<file path="config.mk">
export PLATFORM = sky130hd
export DESIGN_NAME = vram_arbiter
export DESIGN_NICKNAME = d
export VERILOG_FILES = /design/src/rtl/vram_pkg.sv /design/src/rtl/vram_slot_decode.sv /design/src/rtl/vram_arbiter.sv
export SDC_FILE = /design/constraint.sdc
export NUM_CORES = 1
export LEC_CHECK = 0
export BUFFER_PORTS_ARGS = -buffer_cell sky130_fd_sc_hd__buf_2
export CAP_MARGIN = 40
export CORE_UTILIZATION = 49
export CTS_BUF_LIST = sky130_fd_sc_hd__clkbuf_8
export DETAILED_ROUTE_END_ITERATION = 7
export PLACE_DENSITY = 0.94
export SLEW_MARGIN = 10
export SYNTH_ARGS = -nofsm -noshare
export SYNTH_HDL_FRONTEND = slang
export SYNTH_SLANG_ARGS = --single-unit
</file>
<file path="constraint.sdc">
create_clock -name clock -period 2.42 [get_ports clock]
set_clock_uncertainty 0.05 [all_clocks]
set_input_delay 0.605 -clock clock [delete_from_list [all_inputs] [get_ports clock]]
set_output_delay 0.605 -clock clock [all_outputs]
set_load 0.005 [all_outputs]
</file>
<file path="src/rtl/vram_pkg.sv">
// Shared types and constants for the video RAM arbiter and its memory clients.
package vram_pkg;

  typedef enum logic [1:0] {
    IDLE = 2'd0,
    PEND = 2'd1,
    DONE = 2'd2
  } vram_state_t;

  localparam int          AW_DEFAULT = 13;
  localparam logic [12:0] FONT_BASE  = 13'h0000;
  localparam logic [12:0] TEXT_BASE  = 13'h1000;

endpackage

</file>
<file path="src/rtl/vram_slot_decode.sv">
// Decodes the adapter character phase into "adapter owns the RAM this cycle".
module vram_slot_decode
  import vram_pkg::*;
#(
  parameter int VSLOT_FIRST = 1,
  parameter int VSLOT_LAST  = 3
) (
  input  logic [2:0] i_vphase,
  output logic       o_video_slot
);

  localparam logic [2:0] SLOT_FIRST = 3'(VSLOT_FIRST);
  localparam logic [2:0] SLOT_LAST  = 3'(VSLOT_LAST);

  assign o_video_slot = (i_vphase >= SLOT_FIRST) && (i_vphase <= SLOT_LAST);

endmodule

</file>
<file path="src/rtl/vram_arbiter.sv">
// Time-slices the 8 KB video RAM between the text adapter and a CPU req/ready port.
// Build option VRAM_FONT_WP_EN: blocks CPU writes to the font area and flags them on wp_hit.
module vram_arbiter
  import vram_pkg::*;
#(
  parameter int VSLOT_FIRST = 1,
  parameter int VSLOT_LAST  = 3,
  parameter int AW          = AW_DEFAULT
) (
  input  logic          clock,
  input  logic          reset,
  input  logic [2:0]    vphase,
  input  logic [AW-1:0] ga_address,
  output logic [7:0]    ga_data,
  input  logic          cpu_req,
  input  logic          cpu_we,
  input  logic [AW-1:0] cpu_address,
  input  logic [7:0]    cpu_wdata,
  output logic          cpu_ready,
  output logic [7:0]    cpu_rdata,
  output logic [AW-1:0] mem_address,
  output logic [7:0]    mem_wdata,
  output logic          mem_we,
  input  logic [7:0]    mem_rdata
`ifdef VRAM_FONT_WP_EN
  ,
  output logic          wp_hit
`endif
);

  vram_state_t   r_state;
  vram_state_t   w_state_next;
  logic          w_video_slot;
  logic          w_access;
  logic          w_write_ok;
  logic [AW-1:0] r_addr_q;
  logic          r_we_q;
  logic [7:0]    r_wdata_q;
  logic          r_cpu_ready;
  logic [7:0]    r_cpu_rdata;

  vram_slot_decode #(
    .VSLOT_FIRST(VSLOT_FIRST),
    .VSLOT_LAST (VSLOT_LAST)
  ) u_slot_decode (
    .i_vphase    (vphase),
    .o_video_slot(w_video_slot)
  );

`ifdef VRAM_FONT_WP_EN
  logic w_font_write;
  logic r_wp_hit;
  assign w_font_write = r_we_q && (r_addr_q < AW'(TEXT_BASE));
  assign w_write_ok   = r_we_q && !w_font_write;
  assign wp_hit       = r_wp_hit;

  always_ff @(posedge clock) begin
    if (reset) begin
      r_wp_hit <= 1'b0;
    end else if (w_access && w_font_write) begin
      r_wp_hit <= 1'b1;
    end
  end
`else
  assign w_write_ok = r_we_q;
`endif

  always_ff @(posedge clock) begin
    if (reset) begin
      r_state <= IDLE;
    end else begin
      r_state <= w_state_next;
    end
  end

  always_comb begin
    w_state_next = r_state;
    case (r_state)
      IDLE:    if (cpu_req) w_state_next = PEND;
      PEND:    if (!w_video_slot) w_state_next = DONE;
      DONE:    w_state_next = IDLE;
      default: w_state_next = IDLE;
    endcase
  end

  // The CPU access happens in the first PEND cycle outside the adapter's slot.
  always_comb begin
    w_access    = (r_state == PEND) && !w_video_slot;
    mem_we      = w_access && w_write_ok && !reset;
    mem_address = w_video_slot ? ga_address : r_addr_q;
  end

  always_ff @(posedge clock) begin
    if (reset) begin
      r_addr_q    <= '0;
      r_we_q      <= 1'b0;
      r_wdata_q   <= 8'h00;
      r_cpu_ready <= 1'b0;
      r_cpu_rdata <= 8'h00;
    end else begin
      r_cpu_ready <= w_access;
      if ((r_state == IDLE) && cpu_req) begin
        r_addr_q  <= cpu_address;
        r_we_q    <= cpu_we;
        r_wdata_q <= cpu_wdata;
      end
      if (w_access && !r_we_q) begin
        r_cpu_rdata <= mem_rdata;
      end
    end
  end

  assign mem_wdata = r_wdata_q;
  assign ga_data   = mem_rdata;
  assign cpu_ready = r_cpu_ready;
  assign cpu_rdata = r_cpu_rdata;

endmodule

</file>
# Yosys cells after proc, flatten, opt, wreduce, memory -nomap -nowiden
# Cells that the tools add are included.
dict set report word_totals {
  elab_cells 26
  register_bits 33
  input_bits 49
  output_inout_bits 39
}
dict set report op_classes {
  eq_ne 3
  n_mux 4
  reduce_logical 11
  order_cmp 2
}
# op n
set ops {}
lappend ops {{$mux W13} 1}
lappend ops {{$logic_and A1 B1 Y1} 6}
lappend ops {{$mux W2} 2}
lappend ops {{$ne A2 B2 Y1 const B} 2}
lappend ops {{$pmux W2 S2} 1}
lappend ops {{$ge A3 B1 Y1 const B} 1}
lappend ops {{$le A3 B2 Y1 const B} 1}
lappend ops {{$logic_not A1 Y1} 3}
lappend ops {{$eq A2 B1 Y1 const B} 1}
lappend ops {{$logic_not A2 Y1} 1}
lappend ops {{$reduce_and A2 Y1} 1}

# Longest topological paths before layout
dict set report logic_depth {
  depth_word 6
  depth_mapped 4
  mapped_depth_nobuf 3
}

# Hierarchy
# Synthesis repeated with hierarchy kept, for this count alone.
dict set report hier_totals {
  cells_unflattened 164
  hier_area_um2 1706.6
}
# mod seq_area_each_um2 cells_each instances area_per_inst_um2
set by_module_without_submodules {}
lappend by_module_without_submodules {vram_arbiter 660.6 163 1 1696.6}
lappend by_module_without_submodules {vram_slot_decode 0.0 1 1 10.0}

# Least setup slack after synthesis
# Ideal clock, no wire load.
dict set report synth_path {
  path_type {input to output}
  start {input vphase[1]}
  end {output mem_address[0]}
  cell_stages 3
  path_buffers 1
  slack_ps 477
  t_arrival_ps 1288
  required_time_ps 1765
  path_cell_list {o21bai_4 -> buf_6 -> mux2_1}
}
dict set report synth_between {
  elab_chain_len 3
  word_cells_on_any_way 4
  classes_between {order compare (2); mux (1); reduce/logical (1)}
}
# item line_no
set synth_lines {}
lappend synth_lines {{start, declared} vram_arbiter.sv:12} ;# input logic [2:0] vphase,
lappend synth_lines {{$ge A3 B1 Y1 or $le A3 B2 Y1 (tied branches)} vram_slot_decode.sv:15} ;# assign o_video_slot = (i_vphase >= SLOT_FIRST) && (i_vphase <= SLOT_LAST);
lappend synth_lines {{$logic_and A1 B1 Y1 (*)} vram_slot_decode.sv:15}
lappend synth_lines {{$mux W13 (*)} vram_arbiter.sv:90} ;# mem_address = w_video_slot ? ga_address : r_addr_q;
lappend synth_lines {{end, declared} vram_arbiter.sv:21} ;# output logic [AW-1:0] mem_address,
# Every way passes the cells marked *; elsewhere a longest branch is shown, timed or not.

# Final worst setup path
dict set report layout_path {
  start {input vphase[0]}
  end {output mem_address[11]}
}
# Same word-level chain as after synthesis.

==> flow_metrics.tcl <==
set metrics [dict create \
    drt_wl_total_um 3385 \
    hold-worst-slack_ns 0.4062 \
    final_nets 303 \
    die_x_um 59.51 \
    critPathMaxFanout 10 \
    busiest_layer "met2" \
    setup_viol 0 \
    max-cap-violations 0 \
    grt_pass1_wl_um 5209 \
    synth_compound_area_share_pct 12.59 \
    hold_buffers 0 \
    postRouteAntennaNets 0 \
    worstMarginPinSlew_ns 0.4618 \
    slew_violations 0 \
    status "complete, no violations" \
    ys.flop_type "dfxtp_1" \
    grt_setup_unrepaired "no" \
    sw_frac_of_total_pct 24.80 \
    use_met3_pct 5.895 \
    gp_congestion 0.7027 \
    timing.rr.start "r_state[1]" \
    powerDensity_nw_per_um2 586.7 \
    seq_power_share_pct 46.8 \
    synth.area.mux_share_pct 14.67 \
    period_minus_slack_ns 2.286 \
    arrival_ns 1.63 \
    hp-start "mem_wdata[0]" \
    grt_use_met1_pct 20.05 \
    die_area_um2 3541 \
    io-pin-count 88 \
    final.setup.tns_ns 0 \
    met2_usage_pct 36.92 \
    ctsHtreeMaxLevel 2 \
    hold_viol 0 \
    area_growth_pct 33.98 \
    row_count 20 \
    cts_tree "built" \
    rrSetupSlack_ns 1.04 \
    seq_area_frac_synth_pct 40.77 \
    hp-class "reg -> reg" \
    synth-simple-area-share_pct 23.63 \
    wl_per_cell_um 11.32 \
    p_leak_uw 0.001014 \
    timing.rr.end "r_addr_q[2]" \
    avgSynthCellArea_um2 9.761 \
    core_area_um2 3103 \
    grt_max_degree 42 \
    synth_area_um2 1620 \
    maxSlewHeadroom_pct 69.22 \
    cp_data_required_time_ns 1.76 \
    yosys_warnings 0 \
    io_buffers 87 \
    antenna_found_initial 0 \
    detailedPlace.worstSlack_ns 0.06141 \
    initial_utilization_pct 52.22 \
    root_buffer "clkbuf_8" \
    p_int_uw 957.7 \
    clk_latency_ns 0.27 \
    ys_ff_latch 33 \
    whs_path_depth 2 \
    worst_slack_ns 0.1342 \
    grt_usage_pct 19.47 \
    first_global_vias 1278 \
    fmax_mhz 437.5 \
    synth-adder-area-share_pct 0 \
    power.net_switching_uw 315.9 \
    clockBufferDepth 2 \
    drt_iter0_drc 39 \
    power_uw 1274 \
    critical_path.most_common_cell "buf_2" \
    dp.cells 282 \
    path_class "in -> out" \
    synth_xor_area_share_pct 0 \
    vias 1411 \
    synth_top_family_by_area "simple AND/OR/NAND/NOR gates" \
    path_clk_slew_ns 0.06 \
    synth-edff-count 0 \
    cpMaxStageDelayCell "mux2_2" \
    diodes 0 \
    holdPathEnd "mem_wdata[0]" \
    layout-drive-gt1-share_pct 61.18 \
    layout_common_cells "buf_2 (87), dfxtp_1 (33), nand2_1 (25)" \
    ys_types 21 \
    numCtsBuffers 5 \
    reg2regPathDepth 3 \
    die_h_um 59.51 \
    synth_nets 215 \
    overflow 0 \
    final_common_cell "buf_2" \
    startpoint_type "primary input" \
    hpwl_um 2396 \
    p_clk_share_pct 34.5 \
    slowest_delay_ns 0.32 \
    clock-sinks 33 \
    drc 0 \
    stdcell_count 299 \
    endpoint_kind "primary output" \
    power_frac_comb_pct 18.6 \
    period_share_pct 94.46 \
    synthArstFlopShare_pct 0 \
    ir_drop_v 0.0003826 \
    synth_cells 166 \
    crit_chain "buf_2 -> o21bai_4 -> buf_4 -> mux2_2 -> buf_2" \
    firstDrtPassIters 4 \
    via_per_inst 4.719 \
]
[Yosys cell counts (all sizes together) (2+ instances only)]
cell	n	area share [%]
a21oi	22	11
buf	16	7.6
clkbuf	2	0.46
dfxtp	33	41
mux2	14	9.7
mux2i	8	4.9
nand2	45	14
nand2b	16	6.2
nor3	3	0.93
[critical path: cells and delay by family]
family / cells / cell delay, ns
muxes: 1 / 0.32
buffers and inverters: 3 / 0.44
AOI/OAI and AO/OA: 1 / 0.27
[cells by family after synthesis]
| kind of cell | Yosys count |
|---|---|
| simple gates | 69 |
| flops | 33 |
| compound gates | 23 |
| mux | 22 |
| buf+inv | 19 |
[layout make-up]
type	instances	area, um^2
clock buffers	7	96.34
clock inverters	1	5.005
fillers	279	932.1
inverters	1	3.754
multi-input cells	114	824.5
flip-flops and latches	33	660.6
well taps	44	55.05
repair buffers	99	525.5
[power by group through the flow]
stage	Sequential [uW]	Combinational [uW]	Clock (uW)
6_report	597	237	440
5_1_grt	601	262	476
3_5_place_dp	608	226	0
2_1_floorplan	607	146	0
4_1_cts	597	227	454
3_3_place_gp	607	219	0
[flip-flops by register name, summed over array words and instances, names as in the netlist]
| name | count |
|---|---|
| r_addr_q | 13 |
| cpu_rdata | 8 |
| cpu_ready | 1 |
| r_we_q | 1 |
| r_state | 2 |
| mem_wdata | 8 |
[metrics by stage]
step	util [%]	area [um^2]
floorplan	-	1620
global placement	64.52	2002
detailed placement	64.52	2002
CTS	67.78	2103
global route	69.96	2171
finish	69.96	2171
[layer usage]
metal  up-vias  part of all wire, %
met3         2                  3.3
li1        711                    -
met1       659                   40
met5         -                    0
met2        39                   55
met4         0                 0.80
[how the worst max path moves through the flow]
stage	startpoint	to	slack, ns	cells past startpoint
6_report	vphase[0]	mem_address[11]	0.13	5
5_1_grt	vphase[0]	mem_address[12]	0.09	5
4_1_cts	vphase[1]	mem_we	0.06	5
3_5_place_dp	vphase[1]	mem_we	0.06	5
3_3_place_gp	vphase[1]	mem_we	0.11	5
2_1_floorplan	vphase[1]	mem_address[0]	0.48	3
[what timing repair did]
| action | 4_1_cts | 5_1_grt |
|---|---|---|
| endpoints found under the setup margin | 0 | 1 |
| resized for setup | 0 | 0 |
| hold endpoints to repair | 0 | 0 |
| setup buffers | 0 | 9 |
Note: power is estimated with default switching activity, not from simulation.
